==> src/rtl/ahb_mbox_reader_pkg.sv <==
`default_nettype none
// +----------------------------------------------------------------------+
// | ahb_mbox_reader_pkg                                                  |
// | AHB-Lite encodings and mailbox control-word layout shared by the     |
// | mailbox slave and its reader.                                        |
// | Revision: 1.0                                                        |
// +----------------------------------------------------------------------+
package ahb_mbox_reader_pkg;

  localparam logic [1:0]  HTRANS_IDLE     = 2'b00;
  localparam logic [1:0]  HTRANS_NONSEQ   = 2'b10;
  localparam logic [2:0]  HSIZE_WORD      = 3'b010;
  localparam logic [2:0]  HBURST_SINGLE   = 3'b000;
  localparam logic [3:0]  HPROT_DATA_PRIV = 4'b0011;
  localparam logic [1:0]  HRESP_OKAY      = 2'b00;
  localparam logic [1:0]  HRESP_ERROR     = 2'b01;
  localparam logic [31:0] MBOX_RAM_OFFSET = 32'h0000_8000;

  typedef struct packed {
    logic        intr;
    logic        full;
    logic [6:0]  rsvd;
    logic [14:0] size;
    logic [7:0]  id;
  } mbox_ctrl_t;

  // Control word as written back once a message has been consumed.
  function automatic mbox_ctrl_t mbox_ctrl_release(input mbox_ctrl_t c);
    mbox_ctrl_t r;
    r      = c;
    r.intr = 1'b0;
    r.full = 1'b0;
    return r;
  endfunction

endpackage
`default_nettype wire

==> src/rtl/ahb_mbox_reader.sv <==
`default_nettype none
// +----------------------------------------------------------------------+
// | ahb_mbox_reader                                                      |
// | AHB-Lite master draining one mailbox channel onto a valid/ready      |
// | stream, then releasing the channel's control word.                   |
// | Revision: 1.0                                                        |
// +----------------------------------------------------------------------+
module ahb_mbox_reader
  import ahb_mbox_reader_pkg::*;
#(
  parameter int          ADDR_WIDTH = 32,
  parameter int          DATA_WIDTH = 32,
  parameter logic [31:0] MBOX_BASE  = 32'h0,
  parameter int          CHANNEL    = 0,
  parameter int          MAX_WORDS  = 8192
) (
  input  logic                  hclk,
  input  logic                  hresetn,
  input  logic                  mailbox_intr,
  output logic [ADDR_WIDTH-1:0] haddr,
  output logic [1:0]            htrans,
  output logic                  hwrite,
  output logic [2:0]            hsize,
  output logic [2:0]            hburst,
  output logic [3:0]            hprot,
  output logic [DATA_WIDTH-1:0] hwdata,
  input  logic                  hready,
  input  logic [1:0]            hresp,
  input  logic [DATA_WIDTH-1:0] hrdata,
  output logic                  m_valid,
  output logic [DATA_WIDTH-1:0] m_data,
  output logic [7:0]            m_id,
  output logic                  m_last,
  input  logic                  m_ready,
  output logic                  busy,
  output logic                  err,
  input  logic                  err_clr
);

  typedef enum logic [3:0] {
    IDLE = 4'd0,
    RC_A = 4'd1,
    RC_D = 4'd2,
    RD_A = 4'd3,
    RD_D = 4'd4,
    PUSH = 4'd5,
    WC_A = 4'd6,
    WC_D = 4'd7,
    FAIL = 4'd8
  } state_t;

  localparam logic [ADDR_WIDTH-1:0] c_ctrl_addr = ADDR_WIDTH'(MBOX_BASE) +
      ((CHANNEL != 0) ? ADDR_WIDTH'(4) : ADDR_WIDTH'(0));
  localparam logic [ADDR_WIDTH-1:0] c_ram_base =
      ADDR_WIDTH'(MBOX_BASE) + ADDR_WIDTH'(MBOX_RAM_OFFSET);
  localparam logic [14:0] c_max_words = 15'(MAX_WORDS);

  state_t                r_state, w_state;
  mbox_ctrl_t            r_ctrl, w_ctrl;
  logic [12:0]           r_idx, w_idx;
  logic [ADDR_WIDTH-1:0] r_haddr, w_haddr;
  logic                  r_hwrite, w_hwrite;
  logic [DATA_WIDTH-1:0] r_hwdata, w_hwdata;
  logic                  r_m_valid, w_m_valid;
  logic [DATA_WIDTH-1:0] r_m_data, w_m_data;
  logic [7:0]            r_m_id, w_m_id;
  logic                  r_m_last, w_m_last;
  logic                  r_err, w_err;
  logic                  w_set_err;
  logic                  w_go_wc;
  logic                  w_is_last;
  logic                  w_err_resp;
  mbox_ctrl_t            w_hr_ctrl;

  function automatic logic [ADDR_WIDTH-1:0] ram_addr(input logic [12:0] idx);
    return c_ram_base + ADDR_WIDTH'({idx, 2'b00});
  endfunction

  assign w_hr_ctrl  = mbox_ctrl_t'(hrdata[31:0]);
  assign w_err_resp = (hresp == HRESP_ERROR);
  assign w_is_last  = ({2'b00, r_idx} == (r_ctrl.size - 15'd1));

  always_ff @(posedge hclk or negedge hresetn) begin
    if (!hresetn) begin
      r_state   <= IDLE;
      r_ctrl    <= '0;
      r_idx     <= '0;
      r_haddr   <= '0;
      r_hwrite  <= 1'b0;
      r_hwdata  <= '0;
      r_m_valid <= 1'b0;
      r_m_data  <= '0;
      r_m_id    <= '0;
      r_m_last  <= 1'b0;
      r_err     <= 1'b0;
    end else begin
      r_state   <= w_state;
      r_ctrl    <= w_ctrl;
      r_idx     <= w_idx;
      r_haddr   <= w_haddr;
      r_hwrite  <= w_hwrite;
      r_hwdata  <= w_hwdata;
      r_m_valid <= w_m_valid;
      r_m_data  <= w_m_data;
      r_m_id    <= w_m_id;
      r_m_last  <= w_m_last;
      r_err     <= w_err;
    end
  end

  always_comb begin
    w_state   = r_state;
    w_ctrl    = r_ctrl;
    w_idx     = r_idx;
    w_haddr   = r_haddr;
    w_hwrite  = r_hwrite;
    w_hwdata  = r_hwdata;
    w_m_valid = r_m_valid;
    w_m_data  = r_m_data;
    w_m_id    = r_m_id;
    w_m_last  = r_m_last;
    w_set_err = 1'b0;
    w_go_wc   = 1'b0;

    case (r_state)
      IDLE: begin
        if (mailbox_intr && !r_err) begin
          w_state  = RC_A;
          w_haddr  = c_ctrl_addr;
          w_hwrite = 1'b0;
        end
      end
      RC_A: w_state = RC_D;
      RC_D: begin
        if (hready) begin
          w_ctrl = w_hr_ctrl;
          if (w_err_resp) begin
            w_state = FAIL;
          end else if (!w_hr_ctrl.intr || !w_hr_ctrl.full) begin
            // Nothing posted on this channel; the interrupt belongs elsewhere.
            w_state = IDLE;
          end else if (w_hr_ctrl.size > c_max_words) begin
            w_set_err = 1'b1;
            w_go_wc   = 1'b1;
          end else if (w_hr_ctrl.size == 15'd0) begin
            w_go_wc = 1'b1;
          end else begin
            w_idx   = '0;
            w_state = RD_A;
            w_haddr = ram_addr(13'd0);
          end
        end
      end
      RD_A: w_state = RD_D;
      RD_D: begin
        if (hready) begin
          if (w_err_resp) begin
            w_state = FAIL;
          end else begin
            w_m_valid = 1'b1;
            w_m_data  = hrdata;
            w_m_id    = r_ctrl.id;
            w_m_last  = w_is_last;
            w_state   = PUSH;
          end
        end
      end
      PUSH: begin
        if (m_ready) begin
          w_m_valid = 1'b0;
          w_m_last  = 1'b0;
          if (r_m_last) begin
            w_go_wc = 1'b1;
          end else begin
            w_idx   = r_idx + 13'd1;
            w_state = RD_A;
            w_haddr = ram_addr(r_idx + 13'd1);
          end
        end
      end
      WC_A: w_state = WC_D;
      WC_D: begin
        if (hready) begin
          if (w_err_resp) begin
            w_set_err = 1'b1;
          end
          w_hwrite = 1'b0;
          w_state  = IDLE;
        end
      end
      FAIL: begin
        w_set_err = 1'b1;
        w_state   = IDLE;
      end
      default: w_state = IDLE;
    endcase

    if (w_go_wc) begin
      w_state  = WC_A;
      w_haddr  = c_ctrl_addr;
      w_hwrite = 1'b1;
      w_hwdata = DATA_WIDTH'(mbox_ctrl_release(w_ctrl));
    end

    // A coincident error event outranks a clear request.
    if (w_set_err) begin
      w_err = 1'b1;
    end else if (err_clr) begin
      w_err = 1'b0;
    end else begin
      w_err = r_err;
    end
  end

  assign htrans  = (r_state == RC_A || r_state == RD_A || r_state == WC_A) ?
                   HTRANS_NONSEQ : HTRANS_IDLE;
  assign haddr   = r_haddr;
  assign hwrite  = r_hwrite;
  assign hwdata  = r_hwdata;
  assign hsize   = HSIZE_WORD;
  assign hburst  = HBURST_SINGLE;
  assign hprot   = HPROT_DATA_PRIV;
  assign m_valid = r_m_valid;
  assign m_data  = r_m_data;
  assign m_id    = r_m_id;
  assign m_last  = r_m_last;
  assign busy    = (r_state != IDLE);
  assign err     = r_err;

endmodule
`default_nettype wire

==> config.mk <==
export PLATFORM = sky130hd
export DESIGN_NAME = ahb_mbox_reader
export DESIGN_NICKNAME = d
export VERILOG_FILES = /design/src/rtl/ahb_mbox_reader_pkg.sv /design/src/rtl/ahb_mbox_reader.sv
export SDC_FILE = /design/constraint.sdc
export NUM_CORES = 1
export LEC_CHECK = 0
export ABC_AREA = 1
export CAP_MARGIN = 20
export CORE_ASPECT_RATIO = 0.6
export CORE_MARGIN = 3
export CORE_UTILIZATION = 54
export CTS_CLUSTER_DIAMETER = 150
export DETAILED_ROUTE_END_ITERATION = 12
export PLACE_DENSITY = 0.86
export SLEW_MARGIN = 25
export SYNTH_ARGS = -nofsm -noshare
export SYNTH_HDL_FRONTEND = slang
export SYNTH_SLANG_ARGS = --single-unit
==> constraint.sdc <==
create_clock -name hclk -period 2.9 [get_ports hclk]
set_clock_uncertainty 0.05 [all_clocks]
set_input_delay 0.29 -clock hclk [delete_from_list [all_inputs] [get_ports hclk]]
set_output_delay 0.29 -clock hclk [all_outputs]
set_load 0.02 [all_outputs]
==> results.yml <==
synthesis:
  synthArstFlopShare_pct: 100
  syn_area_per_cell_sq_um: 7.88
  synth_seq_area_share_pct: 51.6
  synth_compound_area_share_pct: 5.10
  synthMuxAreaShare_pct: 1.20
  netlist_instances: 831
  synth-edff-count: 0
  synth_warnings: 0
  synth_cell_types: 37
  ys_top_cells_by_count: "nand2_1, dfrtp_1, inv_1"
  yosysMostFrequentCell: "nand2_1"
  synth-simple-area-share_pct: 30.7
  yosys.area.top_type: "dfrtp_1"
  synthAdderAreaFrac_pct: 0.382
  yosysTopAreaCellShare_pct: 51.6
  synthXorXnorAreaFrac_pct: 1.41
  synth_top_family_by_area: "simple AND/OR/NAND/NOR gates"
  synthTopCellsByArea: "dfrtp_1, nand2_1, inv_1"
  synth_ff_type: "dfrtp_1"
  ys_seq_elements: 135
  synth_area_sq_um: 6550
grt:
  grt_pass1_vias: 5795
  grt_max_degree: 66
  grt_pass1_wl_mm: 29.7
  grt_usage_pct: 27.7
  grtUsageMet3_pct: 9.08
  grt.busiest_layer: "met2"
  met1_usage_pct: 40.4
  gr-total-overflow: 0
  antenna_found_initial: 0
  use_met2_pct: 40.4
floorplan:
  dieArea_sq_um: 13500
  die_x_um: 148
  num_rows: 30
  die_h_um: 91.3
  initial_utilization_pct: 56.7
  pin_count: 161
  fp.coreArea_sq_um: 11600
outcome:
  status: "finished clean"
timing:
  fin_crit_ns: 2.40
  fmax_ghz: 0.416
  tns_ns: 0
  rsz0062_at_grt: "no"
  setup_viol: 0
  min_period_over_period_pct: 82.9
  worst_pin_slew_ns: 0.596
  relSlewSlack_pct: 60.2
  hold_violations: 0
  slew_violations: 0
routing:
  drc: 0
  dr.pass1.iters: 7
  vias_per_cell: 5.25
  ant_nets: 0
  routed_wl_mm: 18.3
  detail_route.wl_per_cell_um: 16.1
  drtIter0Drc: 569
  routed-via-count: 5967
setup_path:
  critPathCaptureType: "flip-flop"
  cp.required_ns: 3.21
  startpoint_type: "flip-flop"
  reg2reg_setup_slack_ns: 0.50
  arrival_ns: 2.71
  crit_type: "flip-flop to flip-flop"
  crit_path_max_fanout: 23
power_and_ir_drop:
  p_per_area_nw_per_um2: 1090
  p_leak_nw: 4.36
  vdd_drop_max_uv: 578
  total_power_w: 0.00937
clock_tree:
  cts_hold_buffers: 1
  clk_pin_slew_ns: 0.06
  ctsHtreeMaxLevel: 4
  cts_buffers: 17
  worstSkewPairLatency_ns: 0.42
  post_cts_buffers: 0
  clockBufferDepth: 2
  cts_resized: 0
  cts_tree: "yes"
  clock-root-buffer: "clkbuf_16"
  clkSinkCount: 135
layout:
  fin_nets: 1005
  syn2layout_area_growth_pct: 30.9
  fillCellCount: 871
  diodes: 0
  drive_above_1_share_pct: 7.27
place:
  portBuffers: 129
  gp_congestion: 0.948
  dpl.hpwl_mm: 12.8
worst_hold_path:
  hold_class: "primary input to asynchronous set/reset pin"
run:
  maxCapViolations: 0
[metal layers]
metal,routed length [um],vias to the layer above,share of wire (%)
li1,-,2775,-
met2,7960,337,43
met1,8210,2835,45
met3,1940,20,11
met4,210,0,1.1
met5,0,-,0
[registers in the layout (all words and copies together) (netlist names)]
name and count:
r_idx 13, m_data 32, m_id 8, haddr 14, r_ctrl 30, hwdata 30
m_last 1, hwrite 1, m_valid 1, r_state 4, err 1
[final timing paths]
check                                       startpoint                      to  cells after the start
worst min-delay path                           hresetn   m_data[6]$_DFFE_PN0P_                      2
worst min register to register  hwdata[10]$_DFFE_PN0N_  hwdata[10]$_DFFE_PN0N_                      2
max in group asynchronous                      hresetn   r_idx[12]$_DFFE_PN0P_                      3
worst max-delay path            r_state[3]$_DFFE_PN0P_   hwdata[1]$_DFFE_PN0N_                     11
min in group hclk                           hrdata[27]  m_data[27]$_DFFE_PN0P_                      3
worst max register to register  r_state[3]$_DFFE_PN0P_   hwdata[1]$_DFFE_PN0N_                     11
[power by group]
part	leakage [nW]	internal (W)	switching [W]	total, W
combinational	2.30	0.00156	0.00229	0.00385
sequential	1.74	0.00262	0.000514	0.00314
clock	0.320	0.00156	0.000825	0.00239
[layout make-up]
class                           instances  area, sq um  area share [%]
Sequential cell                       135         3380            39.4
Multi-Input combinational cell        600         2670            31.1
Timing Repair Buffer                  138         1400            16.3
Clock buffer                           23          498            5.81
Inverter                               71          267            3.11
Tap cell                              160          200            2.34
Clock inverter                          9          163            1.90
[cells by family after synthesis]
kind of cell | after synthesis
XOR/XNOR | 9
flip-flops | 135
AND/OR/NAND/NOR | 491
adder cells (fa/ha/maj) | 2
multiplexers | 7
other | 2
AO/OA/AOI/OAI | 60
buffers and inverters | 125
[layout by cell type, fill, tap and decap left out, types with 7 or more instances in the layout]
| cell type | n |
|---|---|
| clkbuf_16 | 17 |
| nand3_1 | 31 |
| clkdlybuf4s50_1 | 128 |
| conb_1 | 31 |
| o21ai_0 | 43 |
| inv_1 | 69 |
| or2_2 | 7 |
| dfrtp_1 | 135 |
| nand3b_1 | 7 |
| nor2_1 | 51 |
| nand2_1 | 371 |
| nand4_1 | 8 |
| mux2_2 | 7 |
[stage by stage]
| stage | instance area [sq um] | hold slack [ns] | setup slack, ns | instances | utilization, % |
|---|---|---|---|---|---|
| floorplan | 6660 | -0.0556 | 1.23 | 860 | - |
| global placement | 7900 | 0.266 | 0.440 | 1103 | 68.3 |
| detailed placement | 7900 | 0.267 | 0.409 | 1103 | 68.3 |
| CTS | 8570 | 0.391 | 0.516 | 1136 | 74.1 |
| global route | 8570 | 0.402 | 0.322 | 1136 | 74.1 |
| finish | 8570 | 0.379 | 0.496 | 1136 | 74.1 |
[critical path, stage by stage (launching register included)]
cell,delay [ns]
dfrtp_1,0.39
inv_1,0.12
nand2_2,0.13
nor2_2,0.12
buf_4,0.20
nand2_1,0.11
nor2_1,0.23
inv_1,0.07
nand2_1,0.33
buf_4,0.37
nand2_1,0.12
nand2_1,0.09
No activity file was read; power rests on OpenSTA's default activity.
